<file path="src/rtl/c3lib_gf_clkmux_ctrl_if.sv">
// Request/acknowledge and mux-control signals of the clock-mux sequencer.
// The slave side belongs to the controller. The master side belongs to the
// requesters and downstream logic.
interface c3lib_gf_clkmux_ctrl_if;
    logic [1:0] i_req;
    logic [1:0] i_req_sel;
    logic [1:0] o_ack;
    logic [1:0] o_ack_err;
    logic       o_quiesce;
    logic       i_idle;
    logic       o_sel_clk;
    logic       o_busy;
    logic       o_timeout;
    logic       i_timeout_clr;

    modport master (
        output i_req, i_req_sel, i_idle, i_timeout_clr,
        input  o_ack, o_ack_err, o_quiesce, o_sel_clk, o_busy, o_timeout
    );

    modport slave (
        input  i_req, i_req_sel, i_idle, i_timeout_clr,
        output o_ack, o_ack_err, o_quiesce, o_sel_clk, o_busy, o_timeout
    );
endinterface

</file>
<file path="src/rtl/c3lib_gf_clkmux_ctrl.sv">
// Sequencer and arbiter in front of the glitch-free clock mux.
// It arbitrates two switch requesters round-robin and quiesces downstream logic.
// It then flips the mux select, waits for the mux synchronisers to settle, and
// acknowledges the requester. Every output is registered.
module c3lib_gf_clkmux_ctrl #(
    parameter bit          RESET_SEL   = 1'b0,
    parameter int unsigned SETTLE_CYC  = 16,
    parameter int unsigned TIMEOUT_CYC = 255,
    parameter int unsigned CNT_W       = 8
) (
    input  logic                  i_clk,
    input  logic                  i_rst_n,
    c3lib_gf_clkmux_ctrl_if.slave ctrl
);

    typedef enum logic [2:0] {
        ST_IDLE,
        ST_QUIESCE,
        ST_SWITCH,
        ST_SETTLE,
        ST_DONE
    } state_t;

    localparam logic [CNT_W-1:0] SETTLE_LAST  = CNT_W'(SETTLE_CYC - 1);
    localparam logic [CNT_W-1:0] TIMEOUT_LAST = CNT_W'(TIMEOUT_CYC - 1);

    state_t           state_q, state_d;
    logic [CNT_W-1:0] cnt_q, cnt_d;
    logic             gnt_q, gnt_d;
    logic             last_q, last_d;
    logic             tgt_q, tgt_d;
    logic             abort_q, abort_d;
    logic             mask_q;
    logic [1:0]       elig;
    logic             timeout_set;

    logic [1:0]       ack_q, ack_d;
    logic [1:0]       ack_err_q, ack_err_d;
    logic             quiesce_q, quiesce_d;
    logic             busy_q, busy_d;
    logic             sel_q, sel_d;
    logic             timeout_q, timeout_d;

    // Next-state logic, arbitration and next values of the registered outputs.
    always_comb begin
        state_d     = state_q;
        cnt_d       = cnt_q;
        gnt_d       = gnt_q;
        last_d      = last_q;
        tgt_d       = tgt_q;
        abort_d     = abort_q;
        timeout_set = 1'b0;
        // Arbitration rests for the single IDLE cycle that follows an ack.
        // A stale level request therefore cannot re-trigger immediately.
        elig        = ctrl.i_req & ~{2{mask_q}};

        case (state_q)
            ST_IDLE: begin
                if (elig != 2'b00) begin
                    gnt_d   = (elig == 2'b11) ? ~last_q : elig[1];
                    last_d  = gnt_d;
                    tgt_d   = ctrl.i_req_sel[gnt_d];
                    abort_d = 1'b0;
                    cnt_d   = '0;
                    state_d = (tgt_d == sel_q) ? ST_DONE : ST_QUIESCE;
                end
            end
            ST_QUIESCE: begin
                cnt_d = cnt_q + 1'b1;
                if (ctrl.i_idle) begin
                    state_d = ST_SWITCH;
                end else if (cnt_q == TIMEOUT_LAST) begin
                    state_d     = ST_DONE;
                    abort_d     = 1'b1;
                    timeout_set = 1'b1;
                end
            end
            ST_SWITCH: begin
                cnt_d   = '0;
                state_d = ST_SETTLE;
            end
            ST_SETTLE: begin
                cnt_d = cnt_q + 1'b1;
                if (cnt_q == SETTLE_LAST) begin
                    state_d = ST_DONE;
                end
            end
            ST_DONE: begin
                state_d = ST_IDLE;
            end
            default: begin
                state_d = ST_IDLE;
            end
        endcase

        quiesce_d = (state_d == ST_QUIESCE) || (state_d == ST_SWITCH) || (state_d == ST_SETTLE);
        busy_d    = (state_d != ST_IDLE);
        ack_d     = (state_d == ST_DONE) ? (2'b01 << gnt_d) : 2'b00;
        ack_err_d = abort_d ? ack_d : 2'b00;
        sel_d     = (state_q == ST_SWITCH) ? tgt_q : sel_q;
        timeout_d = timeout_set | (timeout_q & ~ctrl.i_timeout_clr);
    end

    // State register and sequencing context.
    always_ff @(posedge i_clk or negedge i_rst_n) begin
        if (!i_rst_n) begin
            state_q <= ST_IDLE;
            cnt_q   <= '0;
            gnt_q   <= 1'b0;
            last_q  <= 1'b1;
            tgt_q   <= RESET_SEL;
            abort_q <= 1'b0;
            mask_q  <= 1'b0;
        end else begin
            state_q <= state_d;
            cnt_q   <= cnt_d;
            gnt_q   <= gnt_d;
            last_q  <= last_d;
            tgt_q   <= tgt_d;
            abort_q <= abort_d;
            mask_q  <= (state_q == ST_DONE);
        end
    end

    // Registered outputs.
    always_ff @(posedge i_clk or negedge i_rst_n) begin
        if (!i_rst_n) begin
            ack_q     <= '0;
            ack_err_q <= '0;
            quiesce_q <= 1'b0;
            busy_q    <= 1'b0;
            sel_q     <= RESET_SEL;
            timeout_q <= 1'b0;
        end else begin
            ack_q     <= ack_d;
            ack_err_q <= ack_err_d;
            quiesce_q <= quiesce_d;
            busy_q    <= busy_d;
            sel_q     <= sel_d;
            timeout_q <= timeout_d;
        end
    end

    assign ctrl.o_ack     = ack_q;
    assign ctrl.o_ack_err = ack_err_q;
    assign ctrl.o_quiesce = quiesce_q;
    assign ctrl.o_busy    = busy_q;
    assign ctrl.o_sel_clk = sel_q;
    assign ctrl.o_timeout = timeout_q;

endmodule

</file>
<file path="src/flat_wrapper.sv">
// flat-port wrapper written by rule: the top's interface ports become plain ports
module c3lib_gf_clkmux_ctrl_flat 
#(
    parameter bit          RESET_SEL   = 1'b0,
    parameter int unsigned SETTLE_CYC  = 16,
    parameter int unsigned TIMEOUT_CYC = 255,
    parameter int unsigned CNT_W       = 8
)
  (i_clk, i_rst_n, ctrl_i_req, ctrl_i_req_sel, ctrl_i_idle, ctrl_i_timeout_clr, ctrl_o_ack, ctrl_o_ack_err, ctrl_o_quiesce, ctrl_o_sel_clk, ctrl_o_busy, ctrl_o_timeout);
  c3lib_gf_clkmux_ctrl_if ctrl_i ();
  input  logic i_clk;
  input  logic i_rst_n;
  input wire logic [$bits(ctrl_i.i_req)-1:0] ctrl_i_req;
  input wire logic [$bits(ctrl_i.i_req_sel)-1:0] ctrl_i_req_sel;
  input wire logic [$bits(ctrl_i.i_idle)-1:0] ctrl_i_idle;
  input wire logic [$bits(ctrl_i.i_timeout_clr)-1:0] ctrl_i_timeout_clr;
  output wire logic [$bits(ctrl_i.o_ack)-1:0] ctrl_o_ack;
  output wire logic [$bits(ctrl_i.o_ack_err)-1:0] ctrl_o_ack_err;
  output wire logic [$bits(ctrl_i.o_quiesce)-1:0] ctrl_o_quiesce;
  output wire logic [$bits(ctrl_i.o_sel_clk)-1:0] ctrl_o_sel_clk;
  output wire logic [$bits(ctrl_i.o_busy)-1:0] ctrl_o_busy;
  output wire logic [$bits(ctrl_i.o_timeout)-1:0] ctrl_o_timeout;
  assign ctrl_i.i_req = ctrl_i_req;
  assign ctrl_i.i_req_sel = ctrl_i_req_sel;
  assign ctrl_i.i_idle = ctrl_i_idle;
  assign ctrl_i.i_timeout_clr = ctrl_i_timeout_clr;
  assign ctrl_o_ack = ctrl_i.o_ack;
  assign ctrl_o_ack_err = ctrl_i.o_ack_err;
  assign ctrl_o_quiesce = ctrl_i.o_quiesce;
  assign ctrl_o_sel_clk = ctrl_i.o_sel_clk;
  assign ctrl_o_busy = ctrl_i.o_busy;
  assign ctrl_o_timeout = ctrl_i.o_timeout;
  c3lib_gf_clkmux_ctrl #(.RESET_SEL(RESET_SEL), .SETTLE_CYC(SETTLE_CYC), .TIMEOUT_CYC(TIMEOUT_CYC), .CNT_W(CNT_W)) u_core (.i_clk(i_clk), .i_rst_n(i_rst_n), .ctrl(ctrl_i));
endmodule
</file>
<file path="config.mk">
export PLATFORM = sky130hd
export DESIGN_NAME = c3lib_gf_clkmux_ctrl_flat
export DESIGN_NICKNAME = d
export VERILOG_FILES = /design/src/rtl/c3lib_gf_clkmux_ctrl_if.sv /design/src/rtl/c3lib_gf_clkmux_ctrl.sv /design/src/flat_wrapper.sv
export SDC_FILE = /design/constraint.sdc
export NUM_CORES = 1
export LEC_CHECK = 0
export ABC_AREA = 0
export CAP_MARGIN = 15
export CORE_ASPECT_RATIO = 0.5
export CORE_MARGIN = 4
export CORE_UTILIZATION = 25
export CTS_BUF_LIST = sky130_fd_sc_hd__clkbuf_8
export CTS_CLUSTER_DIAMETER = 30
export DETAILED_ROUTE_END_ITERATION = 10
export SYNTH_ARGS = -nofsm -noshare
export SYNTH_HDL_FRONTEND = slang
export SYNTH_SLANG_ARGS = --single-unit
</file>
<file path="constraint.sdc">
create_clock -name i_clk -period 3.3 [get_ports i_clk]
set_input_delay 0.33 -clock i_clk [delete_from_list [all_inputs] [get_ports i_clk]]
set_output_delay 0.33 -clock i_clk [all_outputs]
set_load 0.01 [all_outputs]
</file>
==> metrics, run 1 <==
critical path arrival=approximately 1.9 ns; RSZ-0062 raised after global routing=false; worst skew pair latency=0.27 ns; Worst Setup SP=ctrl_i_req[1]; number of setup buffers added after CTS=0; clk_skew=0.00360 ns; sequential area share after synthesis=0.534; syn_area_per_cell=10.2 um^2; DR DRC count=0; number of global-route vias before repair=between 700 and 800; final core occ=0.343; drt first pass iters=4; via count=~820; Nets=141; CP max FO=3; Max Cap Violations=0; final hold slack=around 0.35 ns; Die Area=between 5000 and 6000 um^2; post-route design area=1410 um^2; Iteration-0 DRC Markers=26; WL per Instance=11.7 um; CP Capture Type=flip-flop; CP endpoint=u_core.ctrl.o_ack[1]; DP HPWL=about 1.5 mm; Initial Utilization=0.273; Yosys reg bits=24; clk buf depth=2; final critical-path share of the clock period=0.527; Leak=between 0.0006 and 0.0007 uW; # port buffers=15; Power Dens Cells=638 nW/um^2; post-CTS sizing=0; Slew Limit Fails=0; post-route ant nets=0; worst min path class=input port to asynchronous set/reset pin; GPL Wtd Cong=~0.74; Area Growth Syn to Fin=25.3%; type of the worst setup path=input port to flip-flop; count of flip-flops with a built-in enable after synthesis=0; hold bufs inserted after CTS=0; register area=approximately 600 um^2; Tot Pwr=approximately 900 uW; synth unique cells=33; initial antenna violation count=0; startpoint types=input port; TritonCTS clock tree=built; largest net degree at the start of global routing=25; FFs w/ async S/R, synth=1.00; CTS Sinks=24; Max VDD drop=0.162 mV; reg2reg setup slack=1.60 ns; YS warnings=0; # rows=16; Routed WL=~2.1 mm; GRT overflow=0; Top-Level Pins=16; f_max=575 MHz; top post-synthesis cells by area=dfrtp_1, o21ai_0, nand2_1, nor2_1, dfstp_2; Root Driver=clkbuf_8; Mapped Nets=between 100 and 150; placed instance area=~1300 um^2; Ant. Diodes=0; r2r startpoint=u_core.state_q[1]; share of cells above drive strength 1=0.115; Crit path required time=3.44 ns; Netlist Area Pre-Place=about 1100 um^2; count leader, synth=dfrtp_1; total core area=4120 um^2; Yosys top cell by area=dfrtp_1; reg2reg path depth=7; Hold Vio Cnt, Final=0; Num CTS Buffers=3; CTS clk-pin slew, worst paths=0.08 ns; die height=between 50 and 60 um; Setup-failing EPs final=0; Worst R2R End=u_core.ctrl.o_ack_err[0]; Cells after Synth=roughly 110; relative slew slack=0.705; Final min period=about 1.7 ns; die width=between 100 and 150 um; fill count=425; gr usage total=0.0805; Top FF cell, synth=dfrtp_1; worst-margin pin slew=between 0.4 and 0.5 ns; CTS H-tree lvls=1; Final TNS setup=0 ns; area of the multi-input gates=roughly 480 um^2; status=completed; first-pass GRT wire length=roughly 3.7 mm; Yosys top cell area share=0.511; top cells by count, synth=dfrtp_1, o21ai_0, nand2_1; vias per cell=between 4 and 5
layout make-up:
class | instances | area share
sequential | 24 | 0.426
multi-input combinational | 78 | 0.337
tap | 54 | 0.0478
timing repair buffer | 17 | 0.131
inverter | 7 | 0.0186
clock buffer | 4 | 0.0390
worst min-delay path by stage:
stage	end	slack (ns)	depth (start not counted)
after global routing	u_core.abort_q	0.35	1
after global placement	u_core.last_q	0.45	2
final	u_core.mask_q	0.35	1
after detailed placement	u_core.last_q	0.46	2
after CTS	u_core.last_q	0.47	2
after floorplan	u_core.abort_q	0.03	0
metrics by stage:
| stage | setup WS, ns | instances |
|---|---|---|
| 3_3_place_gp | 1.29 | 179 |
| 6_report | 1.56 | 184 |
| 3_5_place_dp | 1.24 | 179 |
| 5_1_grt | 1.42 | 184 |
| 2_1_floorplan | 1.83 | 111 |
| 4_1_cts | 1.53 | 183 |
cell families after synthesis:
group | after synthesis | synth area share
AND/OR/NAND/NOR | 43 | 0.202
flip-flops | 24 | 0.534
buffers and inverters | 9 | 0.0433
multiplexers | 2 | 0.0178
XOR/XNOR | 2 | 0.0155
AO/OA/AOI/OAI | 29 | 0.165
adder cells (fa/ha/maj) | 2 | 0.0222
state kept, by name, indices dropped and copies added, names as in the netlist:
name                   count
u_core.abort_q             1
u_core.cnt_q               8
u_core.ctrl.o_ack          2
u_core.ctrl.o_ack_err      2
u_core.ctrl.o_busy         1
u_core.ctrl.o_quiesce      1
u_core.ctrl.o_sel_clk      1
u_core.ctrl.o_timeout      1
u_core.gnt_q               1
u_core.last_q              1
u_core.mask_q              1
u_core.state_q             3
u_core.tgt_q               1
layer usage:
metal / global-route usage / share of wire
met2: 0.129 / 0.46
met5: 0 / 0
met4: 0.0277 / 0.015
met1: 0.105 / 0.49
met3: 0.0201 / 0.029
layout by cell type, fill, tap and decap left out, types with 2 or more instances in the layout:
master / Yosys / routed
a21oi_1: 3 / 3
inv_1: 6 / 6
clkdlybuf4s50_1: 0 / 15
nor4_1: 2 / 2
nand3_1: 3 / 3
a21o_1: 2 / 2
nand2_1: 13 / 13
mux2i_1: 2 / 2
nor2_1: 12 / 12
nand2b_1: 4 / 4
ha_1: 2 / 2
o21ai_0: 15 / 15
nand4_1: 2 / 2
clkbuf_8: 0 / 4
dfrtp_1: 23 / 23
and3_1: 2 / 2
power breakdown:
| part | internal [uW] | switching [uW] |
|---|---|---|
| registers | 366 | 60.3 |
| clock network | 107 | 91.1 |
| logic | 124 | 154 |
| total | 596 | 305 |
critical path: stages:
cell and delay (ns):
clkdlybuf4s50_1 0.47, inv_1 0.05, a211oi_2 0.20, mux2i_1 0.37, mux2i_1 0.35, a21oi_1 0.11
(Power assumes the default switching activity.)
==> run 2, diff against run 1 <==
Clock period 3.3 ns to 1.7 ns, I/O delays scaled along.
==> run 2 against run 1 <==
Core utilization up 1.3 points. Wire length decreased by 0.84%. Setup slack lost 1.4 ns. Count of clock-buffer cells in the layout unchanged. Hold slack got worse by 0.098 ns. Non-clock buffer count rose by 8.
==> metrics, run 2 (synthesis gave the netlist of run 1 again) <==
status=completed; die height=about 55 um; Slew Limit Fails=0; CP max FO=6; Ant. Diodes=0; WL per Instance=around 11 um; Leak=about 0.00067 uW; # rows=16; Routed WL=~2.1 mm; Final min period=1.55 ns; CTS Sinks=24; Setup-failing EPs final=0; f_max=around 640 MHz; DR DRC count=0; GRT overflow=0; Hold Vio Cnt, Final=0; part of the power in registers=0.445; Nets=149; clk buf depth=2; Max VDD drop=0.364 mV; first-pass GRT wire length=~3.8 mm; Biggest register=u_core.cnt_q; reg2reg path depth=4; number of global-route vias before repair=839; most frequent cells in the layout=dfrtp_1, o21ai_0, clkdlybuf4s50_1; Num CTS Buffers=3; Gate power share=0.345; gr usage total=0.0820; final hold slack=between 0.2 and 0.25 ns; startpoint types=flip-flop; Power Dens Cells=around 1200 nW/um^2; largest net degree at the start of global routing=25; Max Cap Violations=0; post-route ant nets=0; critical path arrival=around 1.8 ns; die width=103 um; Iteration-0 DRC Markers=22; clock power share=0.210; clk_skew=approximately 0.0035 ns; CTS H-tree lvls=1; relative slew slack=0.800; total core area=between 4000 and 5000 um^2; worst skew pair latency=0.26 ns; switching share of power=0.331; share of cells above drive strength 1=0.188; via count=840; worst-margin pin slew=0.301 ns; Area Growth Syn to Fin=30.1%; Root Driver=clkbuf_8; Int Power=approximately 1200 uW; GPL Wtd Cong=~0.74; Initial Utilization=0.273; max reg flops=8; Top-Level Pins=16; post-route setup slack=approximately 0.15 ns; Die Area=5710 um^2; pre-CTS setup slack=-0.131 ns; Crit path required time=approximately 1.9 ns; Largest regs=u_core.cnt_q (8), u_core.state_q (3); # port buffers=15; CP Capture Type=flip-flop; initial antenna violation count=0; vias per cell=4.38; final critical-path share of the clock period=0.913; Switching Power=slightly below 600 uW; drt first pass iters=4; DP HPWL=approximately 1.6 mm; CTS clk-pin slew, worst paths=approximately 0.080 ns; TritonCTS clock tree=built; type of the worst setup path=flip-flop to flip-flop; commonest non-fill, non-tap cell in the layout=dfrtp_1; RSZ-0062 raised after global routing=false; worst min path class=input port to asynchronous set/reset pin
## run 2: cell types whose count changed in the layout (fill, tap and decap cells not counted)
| cell | delta |
|---|---|
| nor4_1 | -1 |
| o21ai_2 | +1 |
| nor4_2 | +1 |
| mux2i_1 | -1 |
| mux2i_2 | +1 |
| o21ai_1 | -1 |
| buf_4 | +9 |
| buf_16 | -1 |
## run 2: area by class of cell
type                    count  area, um^2
well taps                  54        67.6
multi-input cells          78         490
flip-flops and latches     24         602
fillers                   411        2660
repair buffers             25         225
inverters                   7        26.3
clock buffers               4        55.1
## run 2: worst max-delay path: stages (launching register included)
cell	delay (ns)
dfrtp_1	0.44
nand2b_1	0.29
or4_4	0.54
o211a_1	0.15
o21ai_2	0.06
## run 2: path summary, 6_finish.rpt
check / start / to / slack (ns)
setup / recovery: u_core.state_q[2] / u_core.ctrl.o_quiesce / 0.15
hold / removal: i_rst_n / u_core.cnt_q[0] / 0.25
setup reg to reg: u_core.state_q[2] / u_core.ctrl.o_quiesce / 0.15
hold reg to reg: u_core.last_q / u_core.last_q / 0.47
max in group asynchronous: i_rst_n / u_core.last_q / 1.16
min in group i_clk: u_core.last_q / u_core.last_q / 0.47
## run 2: power by group through the flow
| stage | sequential [uW] | combinational [uW] | clock, uW |
|---|---|---|---|
| floorplan | 827 | 380 | 0 |
| global placement | 810 | 613 | 0 |
| detailed placement | 811 | 618 | 0 |
| CTS | 800 | 620 | 391 |
| global route | 823 | 712 | 412 |
| finish | 802 | 621 | 378 |
## run 2: timing repair
item | 4_1_cts | 5_1_grt
hold buffers | 0 | 0
setup endpoints to repair | 0 | 6
resized for setup | 0 | 3
setup buffers | 0 | 2
## run 2: metal layers
layer / routed length (um) / global-route usage
met1: 1050 / 0.101
met2: 949 / 0.138
met3: 91 / 0.0264
met4: 34 / 0.0221
met5: 0 / 0
## run 2: metrics by stage
stage | setup TNS, ns | utilization | power [uW] | instances | instance area [um^2]
final | 0 | 0.356 | 1800 | 192 | 1470
after global routing | 0 | 0.356 | 1950 | 192 | 1470
after CTS | 0 | 0.349 | 1810 | 190 | 1440
after detailed placement | -0.349 | 0.335 | 1430 | 186 | 1380
after global placement | -0.200 | 0.335 | 1420 | 186 | 1380
after floorplan | 0 | - | 1210 | 111 | 1130
==> run 3, diff against run 2 <==
Settings changed: ABC_AREA 0 to 1, CORE_ASPECT_RATIO 0.5 to not set, CORE_UTILIZATION 25 to 56, PLACE_DENSITY set to 0.81.
==> run 3 against run 2 <==
Hold slack better by 0.0091 ns. Via count is 7.0% higher. Sequential power is 3.9% higher. Sequential cell count stayed put. Combinational power hardly changed. Clock power is 3% higher. Core utilization is 37 points higher. Global-route usage is 9.4 points higher. Critical path type unchanged. Largest power group unchanged. Highest routed layer unchanged.
==> metrics, run 3 <==
via count=899; # rows=16; share of cells above drive strength 1=0.197; post-route ant nets=0; Die Area=roughly 3000 um^2; top post-synthesis cells by area=dfrtp_1, nand2_1, inv_1, nand2_4, nor2_4; initial antenna violation count=0; clk buf depth=2; YS warnings=0; Yosys reg bits=24; count of flip-flops with a built-in enable after synthesis=0; clk_skew=approximately 0.0037 ns; relative slew slack=0.797; GRT overflow=0; worst-margin pin slew=just over 0.3 ns; Nets=168; Worst R2R End=u_core.ctrl.o_ack_err[0]; DR DRC count=0; Slew Limit Fails=0; FFs w/ async S/R, synth=1.00; GPL Wtd Cong=about 0.8; syn_area_per_cell=between 8 and 9 um^2; largest net degree at the start of global routing=25; Ant. Diodes=0; Final TNS setup=0 ns; RSZ-0062 raised after global routing=false; Routed WL=~2.2 mm; CTS clk-pin slew, worst paths=about 0.08 ns; commonest non-fill, non-tap cell in the layout=nand2_1; Top FF cell, synth=dfrtp_1; top cells by count, synth=nand2_1, dfrtp_1, inv_1; critical path arrival=~1.7 ns; Iteration-0 DRC Markers=20; WL per Instance=11.8 um; die width=around 55 um; Yosys top cell area share=0.470; die height=approximately 55 um; count leader, synth=nand2_1; Netlist Area Pre-Place=1220 um^2; first-pass GRT wire length=between 3 and 4 mm; final hold slack=0.257 ns; CP Capture Type=flip-flop; sequential area share after synthesis=0.491; Num CTS Buffers=3; max reg flops=8; CTS H-tree lvls=1; Biggest register=u_core.cnt_q; Root Driver=clkbuf_8; Final min period=1.50 ns; status=completed; Crit path required time=between 1.5 and 2 ns; Top-Level Pins=16; Power Dens Cells=about 1300 nW/um^2; number of setup buffers added after CTS=0; Hold Vio Cnt, Final=0; reg2reg path depth=9; Leak=0.000698 uW; gr usage total=0.176; Area Growth Syn to Fin=20.1%; drt first pass iters=4; worst min path class=input port to asynchronous set/reset pin; post-CTS sizing=0; DP HPWL=approximately 1.6 mm; fill count=154; Setup-failing EPs final=0; f_max=between 600 and 700 MHz; Initial Utilization=0.606; Yosys top cell by area=dfrtp_1; synth unique cells=23; TritonCTS clock tree=built; Cells after Synth=roughly 140; worst skew pair latency=0.27 ns; hold bufs inserted after CTS=0; type of the worst setup path=flip-flop to flip-flop; r2r startpoint=u_core.cnt_q[1]; number of global-route vias before repair=approximately 870; Largest regs=u_core.cnt_q (8), u_core.state_q (3); CP max FO=4; Max Cap Violations=0; CTS Sinks=24; Mapped Nets=about 150; reg2reg setup slack=0.20 ns; total core area=2020 um^2; startpoint types=flip-flop; vias per cell=4.89; most frequent cells in the layout=nand2_1, dfrtp_1, inv_1; final critical-path share of the clock period=0.880; Max VDD drop=about 1.1 mV; # port buffers=15
==> run 3: per-layer routing <==
layer | vias to the layer above | GRT usage | share of wire
li1 | 467 | - | -
met1 | 416 | 0.240 | 0.49
met2 | 11 | 0.278 | 0.46
met3 | 5 | 0.0245 | 0.031
met4 | 0 | 0.0747 | 0.020
met5 | - | 0 | 0
==> run 3: layout make-up <==
type	count	area (um^2)	share of cell area
sequential	24	602	0.409
inverter	24	90.1	0.0612
multi-input combinational	89	533	0.362
clock buffer	4	55.1	0.0374
timing repair buffer	16	158	0.107
tap	27	33.8	0.0230
==> run 3: worst max-delay path, cell delays in order, from the launching register on <==
cell and delay, ns:
dfrtp_1 0.39, ha_1 0.23, inv_1 0.09, nor3_2 0.20, nand2_1 0.13, nor2_1 0.13, nor2_2 0.06, nand2_4 0.07
nand2_2 0.06, nor2_1 0.08
==> run 3: cell families after synthesis <==
logic type      share of synthesized area
simple gates                        0.314
buf+inv                            0.0735
flops                               0.491
compound gates                     0.0582
xor+xnor                           0.0429
fa+ha+maj                          0.0204
==> run 3: through the flow <==
stage | cells | instance area, um^2 | worst slack [ns] | util | total power, uW
after floorplan | 137 | 1220 | 0.427 | - | 1270
after global placement | 180 | 1420 | 0.191 | 0.700 | 1440
after detailed placement | 180 | 1420 | 0.146 | 0.700 | 1460
after CTS | 184 | 1470 | 0.156 | 0.728 | 1850
after global routing | 184 | 1470 | 0.00771 | 0.728 | 1980
final | 184 | 1470 | 0.203 | 0.728 | 1840
==> run 3: report_power, final <==
group          switching, uW  leakage (uW)  total [uW]  internal (uW)
Clock                    182     0.0000288         389            207
Combinational            365      0.000363         619            254
Sequential               118      0.000306         833            716
==> run 3: worst max-delay path by stage <==
stage,start,to,slack [ns],cells after the start
2_1_floorplan,u_core.cnt_q[0],u_core.ctrl.o_ack_err[0],0.43,9
3_3_place_gp,ctrl_i_req[1],u_core.ctrl.o_ack_err[0],0.19,9
3_5_place_dp,ctrl_i_req[1],u_core.ctrl.o_ack_err[0],0.15,9
4_1_cts,u_core.cnt_q[1],u_core.ctrl.o_ack_err[0],0.16,9
5_1_grt,u_core.cnt_q[1],u_core.ctrl.o_ack_err[0],0.008,9
6_report,u_core.cnt_q[1],u_core.ctrl.o_ack_err[0],0.20,9
